`src/rtl/multi_byte_adder_seq_pkg.sv`:
```
// ============================================================================
// Module : multi_byte_adder_seq_pkg
// Brief  : Shared constants and state encodings for the byte-serial adder.
// Rev    : 1.0  initial release
// ============================================================================
`default_nettype none

package multi_byte_adder_seq_pkg;
   localparam int BYTE_W        = 8;
   localparam int NUM_BYTES_DEF = 4;
   localparam int CNT_W_DEF     = 4;

   localparam logic [0:0] ST_IDLE  = 1'b0;
   localparam logic [0:0] ST_ACCUM = 1'b1;
endpackage

`default_nettype wire

```
`src/rtl/hybrid_adder_circuit.sv`:
```
// ============================================================================
// Module : hybrid_adder_circuit
// Brief  : 8-bit adder: bits 1:0 ripple, bits 4:2 carry-lookahead, bits 7:5 ripple.
// Rev    : 1.0  initial release
// ============================================================================
`default_nettype none

module hybrid_adder_circuit (
   output logic [7:0] S,
   output logic       C8,
   input  logic [7:0] X,
   input  logic [7:0] Y,
   input  logic       C0
);
   logic [7:0] gen;
   logic [7:0] prop;

   assign gen  = X & Y;
   assign prop = X ^ Y;

   always_comb begin
      logic [8:0] carry;
      carry    = '0;
      carry[0] = C0;
      for (int i = 0; i < 2; i++) begin
         carry[i+1] = gen[i] | (prop[i] & carry[i]);
      end
      // Lookahead group: all three carries derive directly from carry[2].
      carry[3] = gen[2] | (prop[2] & carry[2]);
      carry[4] = gen[3] | (prop[3] & gen[2]) | (prop[3] & prop[2] & carry[2]);
      carry[5] = gen[4] | (prop[4] & gen[3]) | (prop[4] & prop[3] & gen[2])
               | (prop[4] & prop[3] & prop[2] & carry[2]);
      for (int i = 5; i < 8; i++) begin
         carry[i+1] = gen[i] | (prop[i] & carry[i]);
      end
      S  = prop ^ carry[7:0];
      C8 = carry[8];
   end
endmodule

`default_nettype wire

```
`src/rtl/multi_byte_adder_seq.sv`:
```
// ============================================================================
// Module : multi_byte_adder_seq
// Brief  : Byte-serial multi-precision adder, LSB first, valid/ready streams.
//          MULTI_BYTE_ADDER_SEQ_OVF_EN enables signed-overflow on the last byte.
// Rev    : 1.0  initial release
// ============================================================================
`default_nettype none

module multi_byte_adder_seq
   import multi_byte_adder_seq_pkg::*;
#(
   parameter int NUM_BYTES = NUM_BYTES_DEF,
   parameter int CNT_W     = CNT_W_DEF
) (
   input  logic              clk,
   input  logic              rst,
   input  logic              in_valid,
   output logic              in_ready,
   input  logic [BYTE_W-1:0] in_x,
   input  logic [BYTE_W-1:0] in_y,
   input  logic              cin,
   output logic              out_valid,
   input  logic              out_ready,
   output logic [BYTE_W-1:0] out_sum,
   output logic              out_last,
   output logic              out_cout,
   output logic              out_ovf,
   output logic              busy
);
   localparam logic [CNT_W-1:0] LAST_IDX = CNT_W'(NUM_BYTES - 1);

   logic [0:0]        state_q, state_d;
   logic [CNT_W-1:0]  cnt_q, cnt_d;
   logic              carry_q, carry_d;
   logic              out_valid_q, out_valid_d;
   logic [BYTE_W-1:0] out_sum_q, out_sum_d;
   logic              out_last_q, out_last_d;
   logic              out_cout_q, out_cout_d;

   logic              in_xfer;
   logic              out_xfer;
   logic              is_last;
   logic              adder_c0;
   logic              adder_c8;
   logic [BYTE_W-1:0] adder_s;

   assign in_ready = !out_valid_q || out_ready;
   assign in_xfer  = in_valid && in_ready;
   assign out_xfer = out_valid_q && out_ready;
   assign is_last  = (cnt_q == LAST_IDX);
   // Byte 0 always starts from cin; the previous operand's carry never leaks in.
   assign adder_c0 = (cnt_q == '0) ? cin : carry_q;

   hybrid_adder_circuit u_adder (
      .S  (adder_s),
      .C8 (adder_c8),
      .X  (in_x),
      .Y  (in_y),
      .C0 (adder_c0)
   );

   always_ff @(posedge clk) begin
      if (rst) begin
         state_q <= ST_IDLE;
      end else begin
         state_q <= state_d;
      end
   end

   always_comb begin
      state_d = state_q;
      if (in_xfer) begin
         state_d = is_last ? ST_IDLE : ST_ACCUM;
      end
   end

   always_comb begin
      busy = (state_q == ST_ACCUM);
   end

   always_comb begin
      cnt_d       = cnt_q;
      carry_d     = carry_q;
      out_valid_d = out_valid_q;
      out_sum_d   = out_sum_q;
      out_last_d  = out_last_q;
      out_cout_d  = out_cout_q;
      if (in_xfer) begin
         cnt_d       = is_last ? '0 : cnt_q + CNT_W'(1);
         carry_d     = adder_c8;
         out_valid_d = 1'b1;
         out_sum_d   = adder_s;
         out_last_d  = is_last;
         out_cout_d  = is_last & adder_c8;
      end else if (out_xfer) begin
         out_valid_d = 1'b0;
      end
   end

   always_ff @(posedge clk) begin
      if (rst) begin
         cnt_q       <= '0;
         carry_q     <= 1'b0;
         out_valid_q <= 1'b0;
         out_sum_q   <= '0;
         out_last_q  <= 1'b0;
         out_cout_q  <= 1'b0;
      end else begin
         cnt_q       <= cnt_d;
         carry_q     <= carry_d;
         out_valid_q <= out_valid_d;
         out_sum_q   <= out_sum_d;
         out_last_q  <= out_last_d;
         out_cout_q  <= out_cout_d;
      end
   end

   assign out_valid = out_valid_q;
   assign out_sum   = out_sum_q;
   assign out_last  = out_last_q;
   assign out_cout  = out_cout_q;

`ifdef MULTI_BYTE_ADDER_SEQ_OVF_EN
   logic out_ovf_q, out_ovf_d;

   always_comb begin
      out_ovf_d = out_ovf_q;
      if (in_xfer) begin
         out_ovf_d = is_last && (in_x[BYTE_W-1] == in_y[BYTE_W-1])
                     && (adder_s[BYTE_W-1] != in_x[BYTE_W-1]);
      end
   end

   always_ff @(posedge clk) begin
      if (rst) begin
         out_ovf_q <= 1'b0;
      end else begin
         out_ovf_q <= out_ovf_d;
      end
   end

   assign out_ovf = out_ovf_q;
`else
   assign out_ovf = 1'b0;
`endif
endmodule

`default_nettype wire

```
`config.mk`:
```
export PLATFORM = sky130hd
export DESIGN_NAME = multi_byte_adder_seq
export DESIGN_NICKNAME = d
export VERILOG_FILES = /design/src/rtl/multi_byte_adder_seq_pkg.sv /design/src/rtl/hybrid_adder_circuit.sv /design/src/rtl/multi_byte_adder_seq.sv
export SDC_FILE = /design/constraint.sdc
export NUM_CORES = 1
export LEC_CHECK = 0
export CAP_MARGIN = 15
export CORE_MARGIN = 2
export CORE_UTILIZATION = 45
export DETAILED_ROUTE_END_ITERATION = 7
export DONT_BUFFER_PORTS = 1
export HOLD_SLACK_MARGIN = 0.02
export MAX_ROUTING_LAYER = met4
export SLEW_MARGIN = 30
export SYNTH_ARGS = -nofsm -noshare
export SYNTH_HDL_FRONTEND = slang
export SYNTH_SLANG_ARGS = --single-unit
```
`constraint.sdc`:
```
create_clock -name clk -period 4 [get_ports clk]
set_input_delay 1 -clock clk [delete_from_list [all_inputs] [get_ports clk]]
set_output_delay 1 -clock clk [all_outputs]
set_load 0.005 [all_outputs]
```
==> metrics, run 1 <==
Die H 49.8 microns; Final period util 0.927; GRT Total Usage 0.184; top cell type by total area after synthesis dfxtp_1; first-pass GRT wire length 3390 microns; PwrDens 348 nW/um^2; Most used DFF post-synth dfxtp_1; Rows 16; hold-critical path depth 2; YS warnings 0; CTS Hold Bufs 0; Synthesized Nets 136; Die ar. 2480 sq um; Max Slew Vio Count 0; Highest Clock Rate 0.270 GHz; initial antenna violation count 0; Max Clock Skew 6.57 ps; # port buffers 0; Post-synth EDFFs 0; total CTS buffers 3; Critical Path RT 4220 ps; number of global-route vias before repair 727; clock buffer depth 2; number of max-cap violations 0; H-Tree Depth 1; postcts setup bufs 0; Pleak 0.379 nW; drt pass-1 iters 4; DRC viols 0; startpoint types flop; #FFs+latches synth 17; CP Max Fanout 5; CP Capture Type flop; Via density 5.77; setup TNS 0 ps; Area contributors post-synth dfxtp_1, fa_1, a21oi_1, ha_1, nand3_1; Setup Viol. Count Final 0; Placement Cell Area 951 sq um; Diodes inserted 0; Nets 135; clock sink count 17; Clock Latency Late Sink 290 ps; post-synth top area share 0.361; CTS tree built; worst reg2reg setup slack 290 ps; critical path class reg2reg; mean post-synth cell area 9.06 sq um; pin count of the biggest net entering global routing 18; routed vias 744; DRT antenna net count 0; most common cell in the synthesized netlist dfxtp_1; r2r worst-path depth 14; root cell of the clock tree clkbuf_4; Seq/Total Area, Yosys 0.361; Total Wirelength 2010 microns; post-route cell area 977 sq um; RSZ-0062 raised after global routing false; cells after synthesis 104; starting density of the core 0.480; Synth top cells by count dfxtp_1, a21oi_1, nand3_1, o21ai_0, inv_1; RR Endpoint out_sum[7]; Worst-path clk slew 110 ps; Die Span X 49.8 microns; worst vdd ir 0.182 mV; status completed; distinct cell type count of the synthesized netlist 28; placer congestion estimate 0.780; Final HPWL DP 1460 microns; WP data arrival 3920 ps; number of DRC markers in iteration 0 11; core area 1960 sq um; layout cells sized above 1 0.0686; asr flop ratio synth 0; total power after layout 0.340 mW; Final Hold Viols 0; WHS Endpoint out_sum[0]; Storage cell area 340 sq um; Ports 35; worst min path class reg2reg; hold path start out_sum[0]; post_cts resized 0; R2R Path Start cnt_q[0]; Fill cells 209; fin crit period 3710 ps; total global routing overflow 0; Area growth, synth to finish 3.72%; Syn Std Cell Area 942 sq um; area of the multi-input gates 536 sq um; WL/cell 15.6 microns
## layout by cell type (no fill, tap or decap), types with 2 or more instances in the layout
cell type | synthesis | final
a2111o_1 | 2 | 2
a211oi_1 | 3 | 3
a21oi_1 | 16 | 16
clkbuf_4 | 0 | 3
dfxtp_1 | 17 | 17
fa_1 | 6 | 6
ha_1 | 5 | 5
inv_1 | 8 | 8
nand2_1 | 3 | 3
nand3_1 | 9 | 9
nand4_1 | 3 | 3
nor2_1 | 2 | 2
nor2b_1 | 2 | 2
o21ai_0 | 9 | 9
o31ai_1 | 2 | 2
## layer usage
layer / track usage / share of wire / vias to the layer above
met2: 0.296 / 0.50 / 23
li1: - / - / 368
met4: 0.0694 / 0.0075 / 0
met1: 0.224 / 0.44 / 351
met5: - / 0 / -
met3: 0.0455 / 0.057 / 2
## cells by family (layout without fill, tap and decap cells)
family	after synthesis	count (layout)	synth area share
xor gates and xnor gates	1	1	0.00930
adders and majority gates	11	11	0.194
other	1	1	0.00398
DFF	17	17	0.361
AOI/OAI and AO/OA	35	35	0.224
buffers and inverters	16	14	0.0704
muxes	1	1	0.0120
and+or+nand+nor	22	22	0.125
## report_power, final
part / internal (mW) / leakage [nW] / switching (mW)
Sequential: 0.182 / 0.140 / 0.00889
Combinational: 0.0263 / 0.224 / 0.0298
Clock: 0.0387 / 0.0150 / 0.0551
Total: 0.247 / 0.379 / 0.0938
## stage by stage
step | worst slack, ps | util | hold WS (ps) | instances
2_1_floorplan | 173 | - | 466 | 104
3_3_place_gp | 96.4 | 0.485 | 481 | 125
4_1_cts | 259 | 0.498 | 495 | 129
3_5_place_dp | 55.6 | 0.485 | 481 | 125
5_1_grt | 76.2 | 0.498 | 532 | 129
6_report | 292 | 0.498 | 490 | 129
## state kept, by name, indices dropped and copies added (netlist names)
name,cells
cnt_q,4
busy,1
out_last,1
out_cout,1
out_sum,8
out_valid,1
carry_q,1
## worst max-delay path by stage
| stage | start | cells past startpoint | end |
|---|---|---|---|
| floorplan | cin | 11 | out_sum[7] |
| global placement | cin | 11 | out_sum[7] |
| detailed placement | cin | 11 | out_sum[7] |
| CTS | cnt_q[0] | 14 | out_sum[7] |
| global route | cnt_q[0] | 14 | out_sum[7] |
| finish | cnt_q[0] | 14 | out_sum[7] |
## critical path: stages (launching register included)
cell and delay, ps:
dfxtp_1 410, inv_1 60, ha_1 190, nand2_1 60, mux2_2 330, fa_1 370, fa_1 410, nand3_1 120
nand2_1 70, a21o_1 190, fa_1 370, fa_1 370, inv_1 80, fa_1 400, a211oi_1 190
## layout make-up
type                       instances  area share
multi-input combinational         71       0.548
sequential                        17       0.348
inverter                           9      0.0346
tap                               27      0.0346
clock buffer                       4      0.0269
timing repair buffer               1     0.00768
No activity file was read; power rests on OpenSTA's default activity.
==> run 2, diff against run 1 <==
--- a/config.mk
+++ b/config.mk
@@ -7,12 +7,12 @@
 export LEC_CHECK = 0
 export CAP_MARGIN = 15
 export CORE_MARGIN = 2
-export CORE_UTILIZATION = 45
+export CORE_UTILIZATION = 54
 export DETAILED_ROUTE_END_ITERATION = 7
 export DONT_BUFFER_PORTS = 1
 export HOLD_SLACK_MARGIN = 0.02
 export MAX_ROUTING_LAYER = met4
-export SLEW_MARGIN = 30
+export PLACE_DENSITY = 0.72
 export SYNTH_ARGS = -nofsm -noshare
 export SYNTH_HDL_FRONTEND = slang
 export SYNTH_SLANG_ARGS = --single-unit
==> run 2 against run 1 <==
Against the previous run:
- final area down 1.2%
- worst setup slack worse by 41 ps
- via count decreased by 0.40%
- non-clock buffer count unchanged
- clock power fell by 0.6%
- count of clock-buffer cells in the layout unchanged
- cell count shrank 7.8%
- flip-flop and latch count did not move
- combinational power increased by 2%
- critical path depth unchanged
- sequential power barely moved
- critical path type unchanged
- highest routed layer unchanged
==> metrics, run 2 (same netlist as run 1, synthesis figures left out) <==
layout cells sized above 1 0.0784 (was 0.0686); first-pass GRT wire length 3080 microns (was 3390 microns); total global routing overflow 0 (unchanged); WP data arrival 3950 ps (was 3920 ps); Setup Viol. Count Final 0 (unchanged); R2R Path Start cnt_q[0] (unchanged); worst vdd ir 0.149 mV (was 0.182 mV); fin crit period 3750 ps (was 3710 ps); Final period util 0.937 (was 0.927); Die H 45.8 microns (was 49.8 microns); PwrDens 354 nW/um^2 (was 348 nW/um^2); Worst-path clk slew 100 ps (was 110 ps); clock sink count 17 (unchanged); CTS tree built (unchanged); max reg flops 8 (unchanged); RR Endpoint out_sum[7] (unchanged); root cell of the clock tree clkbuf_4 (unchanged); drt pass-1 iters 4 (unchanged); setup TNS 0 ps (unchanged); hold-critical path depth 2 (unchanged); starting density of the core 0.558 (was 0.480); Max Clock Skew 5.40 ps (was 6.57 ps); Total Wirelength 1970 microns (was 2010 microns); total power after layout 0.342 mW (was 0.340 mW); WHS Endpoint out_sum[0] (unchanged); pin count of the biggest net entering global routing 18 (unchanged); Area growth, synth to finish 2.52% (was 3.72%); Placed Cells 115 (was 125); WL/cell 16.5 microns (was 15.6 microns); post-route setup slack 252 ps (was 292 ps); Final Hold Viols 0 (unchanged); GRT Total Usage 0.212 (was 0.184); Max Slew Vio Count 0 (unchanged); routed vias 741 (was 744); Die ar. 2090 sq um (was 2480 sq um); non-filler cells, final 119 (was 129); core area 1690 sq um (was 1960 sq um); status completed (unchanged); Rows 15 (was 16); Storage cell area 342 sq um (was 340 sq um); clock buffer depth 2 (unchanged); CP top delay family adder cells (unchanged); number of global-route vias before repair 691 (was 727); DRT antenna net count 0 (unchanged); area of the multi-input gates 536 sq um (unchanged); CP cell instances inv_1 > ha_1 > nand2_1 > mux2_2 > fa_1 > fa_1 > nand3_1 > nand2_1 > a21o_1 > fa_1 > fa_1 > inv_1 > fa_1 > a211oi_1 (unchanged); worst min path class reg2reg (unchanged); number of max-cap violations 0 (unchanged); Crit path largest cell delay 420 ps (was 410 ps); RSZ-0062 raised after global routing false (unchanged); Clock Latency Late Sink 290 ps (about the same); total CTS buffers 3 (unchanged); WP buf/inv 2 (unchanged); CP max stage cell fa_1 (was dfxtp_1); Final HPWL DP 1440 microns (was 1460 microns); CP Capture Type flop (unchanged); hold path start out_sum[0] (unchanged); CP dominant cell by count fa_1 (unchanged); Die Span X 45.8 microns (was 49.8 microns); # port buffers 0 (unchanged); Fill cells 157 (was 209); WHS 492 ps (was 490 ps); pre-CTS setup slack 1.97 ps (was 55.6 ps); Nets 135 (unchanged); DRC viols 0 (unchanged); most frequent cells in the layout a21oi_1, dfxtp_1, nand3_1, o21ai_0, inv_1 (was dfxtp_1, a21oi_1, nand3_1, o21ai_0, inv_1); Diodes inserted 0 (unchanged); postcts setup bufs 0 (unchanged); initial antenna violation count 0 (unchanged); r2r worst-path depth 14 (unchanged); CP Max Fanout 5 (unchanged); Critical Path RT 4200 ps (was 4220 ps); H-Tree Depth 1 (unchanged); critical path class reg2reg (unchanged); Via density 6.23 (was 5.77); Pleak 0.379 nW (about the same); number of DRC markers in iteration 0 13 (was 11); Highest Clock Rate 0.267 GHz (was 0.270 GHz); startpoint types flop (unchanged); worst reg2reg setup slack 250 ps (was 290 ps); Ports 35 (unchanged); placer congestion estimate 0.838 (was 0.780)
## run 2: cell counts in the layout (fill, tap and decap cells not counted)
Identical to the previous run, type by type.
## run 2: worst register-to-register path: stages, from the launching register on
cell and delay [ps]:
dfxtp_2 380, inv_1 50, ha_1 180, nand2_1 60
mux2_2 340, fa_1 380, fa_1 420, nand3_1 120
nand2_1 80, a21o_1 200, fa_1 380, fa_1 370
inv_1 80, fa_1 400, a211oi_1 230
## run 2: per-layer routing
metal,vias up,part of all wire,global-route usage
met2,23,0.46,0.282
li1,364,-,-
met4,0,0.0071,0.0971
met1,352,0.47,0.303
met5,-,0,-
met3,2,0.063,0.0476
## run 2: power breakdown
| group | switching (mW) | total, mW | internal [mW] |
|---|---|---|---|
| combinational | 0.0308 | 0.0574 | 0.0266 |
| sequential | 0.00908 | 0.191 | 0.182 |
| clock | 0.0544 | 0.0932 | 0.0388 |
## run 2: how the worst max path moves through the flow
stage | startpoint | endpoint | slack [ps] | cells past startpoint
final | cnt_q[0] | out_sum[7] | 250 | 14
after floorplan | cin | out_sum[7] | 170 | 11
after detailed placement | cin | out_sum[7] | 2 | 11
after global placement | cin | out_sum[7] | 100 | 11
after global routing | cnt_q[1] | out_sum[7] | 60 | 14
after CTS | cnt_q[0] | out_sum[7] | 180 | 14
## run 2: area by class of cell
class / count / share of cell area
Sequential cell: 17 / 0.354
Clock buffer: 4 / 0.0272
Multi-Input combinational cell: 71 / 0.554
Timing Repair Buffer: 1 / 0.00777
Inverter: 9 / 0.0350
Tap cell: 17 / 0.0220
## run 2: what timing repair did
| action | CTS | global route |
|---|---|---|
| setup endpoints to repair | 0 | 1 |
| gates resized for setup | 0 | 1 |
| hold endpoints to repair | 0 | 0 |
| hold buffers | 0 | 0 |
## run 2: stage by stage
stage | area [sq um] | utilization
final | 966 | 0.572
after global routing | 966 | 0.572
after detailed placement | 938 | 0.556
after global placement | 938 | 0.556
after floorplan | 942 | -
after CTS | 965 | 0.571
==> run 3, diff against run 2 <==
--- a/config.mk
+++ b/config.mk
@@ -7,12 +7,11 @@
 export LEC_CHECK = 0
 export CAP_MARGIN = 15
 export CORE_MARGIN = 2
-export CORE_UTILIZATION = 54
+export CORE_UTILIZATION = 39
 export DETAILED_ROUTE_END_ITERATION = 7
-export DONT_BUFFER_PORTS = 1
 export HOLD_SLACK_MARGIN = 0.02
 export MAX_ROUTING_LAYER = met4
-export PLACE_DENSITY = 0.72
+export PLACE_DENSITY = 0.75
 export SYNTH_ARGS = -nofsm -noshare
 export SYNTH_HDL_FRONTEND = slang
 export SYNTH_SLANG_ARGS = --single-unit
==> run 3 against run 2 <==
Against the previous run:
- flip-flop and latch count stayed put
- worst setup slack lost 180 ps
- first-iteration DRC count grew 7.7%
- worst hold slack got worse by 5.6 ps
- non-clock buffer count grew 36
- register-to-register slack improved by 130 ps
- count of clock-buffer cells in the layout is 1 lower
- cell count is 39% higher
- sequential share of layout area fell by 10 points
- global-route usage fell by 2.6 points
- critical endpoint unchanged
==> metrics, run 3 (same netlist as run 1, synthesis figures left out) <==
H-Tree Depth 1 (unchanged); metal3 WL 115 microns (was 124 microns); DRT antenna net count 0 (unchanged); Rows 17 (was 15); Nets 171 (was 135); Core Util, Final 0.601 (was 0.572); Worst-path clk slew 110 ps (was 100 ps); worst reg2reg setup slack 380 ps (was 250 ps); Setup Viol. Count Final 0 (unchanged); initial antenna violation count 0 (unchanged); starting density of the core 0.418 (was 0.558); max reg flops 8 (unchanged); most frequent cells in the layout clkdlybuf4s50_1, dfxtp_1, a21oi_1 (was a21oi_1, dfxtp_1, nand3_1, o21ai_0, inv_1); first-pass GRT wire length 3730 microns (was 3080 microns); Area growth, synth to finish 43.8% (was 2.52%); RSZ-0062 raised after global routing false (unchanged); worst-margin pin slew 624 ps; Die Span X 53.2 microns (was 45.8 microns); GRT Total Usage 0.186 (was 0.212); PwrDens 293 nW/um^2 (was 354 nW/um^2); status completed (unchanged); Max Used Layer met4 (unchanged); number of max-cap violations 0 (unchanged); CTS tree built (unchanged); worst vdd ir 0.208 mV (was 0.149 mV); WHS Endpoint out_sum[6] (was out_sum[0]); core area 2250 sq um (was 1690 sq um); WL/cell 13.1 microns (was 16.5 microns); startpoint types primary input (was flop); number of global-route vias before repair 841 (was 691); Final period util 0.981 (was 0.937); pin count of the biggest net entering global routing 18 (unchanged); total CTS buffers 3 (unchanged); Pleak 0.515 nW (was 0.379 nW); post-route cell area 1360 sq um (was 966 sq um); CP Max Fanout 2 (was 5); # port buffers 33 (was 0); Final Hold Viols 0 (unchanged); Max Slew Vio Count 0 (unchanged); Die H 53.2 microns (was 45.8 microns); CP dominant cell by count fa_2 (was fa_1); Ports 35 (unchanged); DRC viols 0 (unchanged); Max Clock Skew 12.1 ps (was 5.40 ps); hold-critical path depth 2 (unchanged); routed vias 886 (was 741); pre-CTS setup slack -364 ps (was 1.97 ps); Critical Path RT 4220 ps (was 4200 ps); layout cells sized above 1 0.123 (was 0.0784); worst min path class reg2reg (unchanged); post-route setup slack 75.4 ps (was 252 ps); WL met2 1060 microns (was 909 microns); Slew Limit Headroom 0.583; CP max stage cell fa_1 (unchanged); clock buffer depth 2 (unchanged); placer congestion estimate 0.824 (was 0.838); drt pass-1 iters 4 (unchanged); Fill cells 218 (was 157); Crit path largest cell delay 430 ps (was 420 ps); hold path start out_sum[6] (was out_sum[0]); WP buf/inv 2 (unchanged); root cell of the clock tree clkbuf_4 (unchanged); Diodes inserted 0 (unchanged); Stages on worst setup path 12 (was 14); Via density 5.34 (was 6.23); Final HPWL DP 1670 microns (was 1440 microns); R2R Path Start cnt_q[0] (unchanged); CP cell instances clkdlybuf4s50_1 > mux2_2 > fa_2 > fa_2 > nand3_2 > nand2_1 > a21o_1 > fa_2 > fa_2 > inv_1 > fa_1 > a211oi_2 (was inv_1 > ha_1 > nand2_1 > mux2_2 > fa_1 > fa_1 > nand3_1 > nand2_1 > a21o_1 > fa_1 > fa_1 > inv_1 > fa_1 > a211oi_1); CP top delay family adder cells (unchanged); Highest Clock Rate 0.255 GHz (was 0.267 GHz); clock sink count 17 (unchanged); critical path class in2reg (was reg2reg); Placement Cell Area 1310 sq um (was 938 sq um); r2r worst-path depth 14 (unchanged); Die ar. 2820 sq um (was 2090 sq um); CP Capture Type flop (unchanged); met1 WL 992 microns (was 916 microns); Total Wirelength 2180 microns (was 1970 microns); fin crit period 3920 ps (was 3750 ps); leading cell type in the layout, fill and taps excluded clkdlybuf4s50_1; RR Endpoint out_sum[7] (unchanged); number of DRC markers in iteration 0 14 (was 13); total global routing overflow 0 (unchanged); Clock Latency Late Sink 290 ps (about the same); WP data arrival 4150 ps (was 3950 ps)
[run 3: worst max path at each step]
stage / from / end
2_1_floorplan: cin / out_sum[7]
3_3_place_gp: cin / out_sum[7]
3_5_place_dp: cin / out_sum[7]
4_1_cts: cin / out_sum[7]
5_1_grt: cin / out_sum[7]
6_report: cin / out_sum[7]
[run 3: where the power goes]
part | total (mW) | switching (mW) | internal (mW)
clock | 0.0952 | 0.0572 | 0.0380
combinational | 0.113 | 0.0485 | 0.0648
sequential | 0.188 | 0.00665 | 0.182
total | 0.397 | 0.112 | 0.284
[run 3: routing by layer]
layer / track usage / vias to the layer above
met5: - / -
met4: 0.0513 / 0
met3: 0.0339 / 2
met2: 0.296 / 30
met1: 0.244 / 419
li1: - / 435
[run 3: timing repair]
| action | in CTS | in global routing |
|---|---|---|
| setup buffers | 0 | 0 |
| hold endpoints to repair | 0 | 0 |
| setup endpoints to repair | 1 | 2 |
| pin swaps | 0 | 6 |
| resized for setup | 1 | 5 |
| hold buffers | 0 | 0 |
[run 3: worst reg2reg max path, stage by stage (launching register included)]
cell and delay [ps]:
dfxtp_1 410, inv_1 60, ha_1 200, nand2_1 70, mux2_2 340, fa_2 370
fa_2 390, nand3_2 90, nand2_1 70, a21o_1 170, fa_2 330, fa_2 330
inv_1 80, fa_1 430, a211oi_2 210
[run 3: through the flow]
step	total power, mW	setup TNS (ps)	cells	hold WS (ps)
floorplan	0.242	0	104	466
global placement	0.298	-610	162	462
detailed placement	0.301	-783	162	471
CTS	0.396	0	166	484
global route	0.422	0	166	503
finish	0.397	0	166	486
[run 3: cell type report]
class	instances	area (sq um)	share of cell area
Multi-Input combinational cell	71	556	0.410
Clock buffer	3	22.5	0.0166
Inverter	9	33.8	0.0249
Tap cell	28	35.0	0.0259
Clock inverter	1	7.51	0.00554
Sequential cell	17	340	0.251
Timing Repair Buffer	37	360	0.266
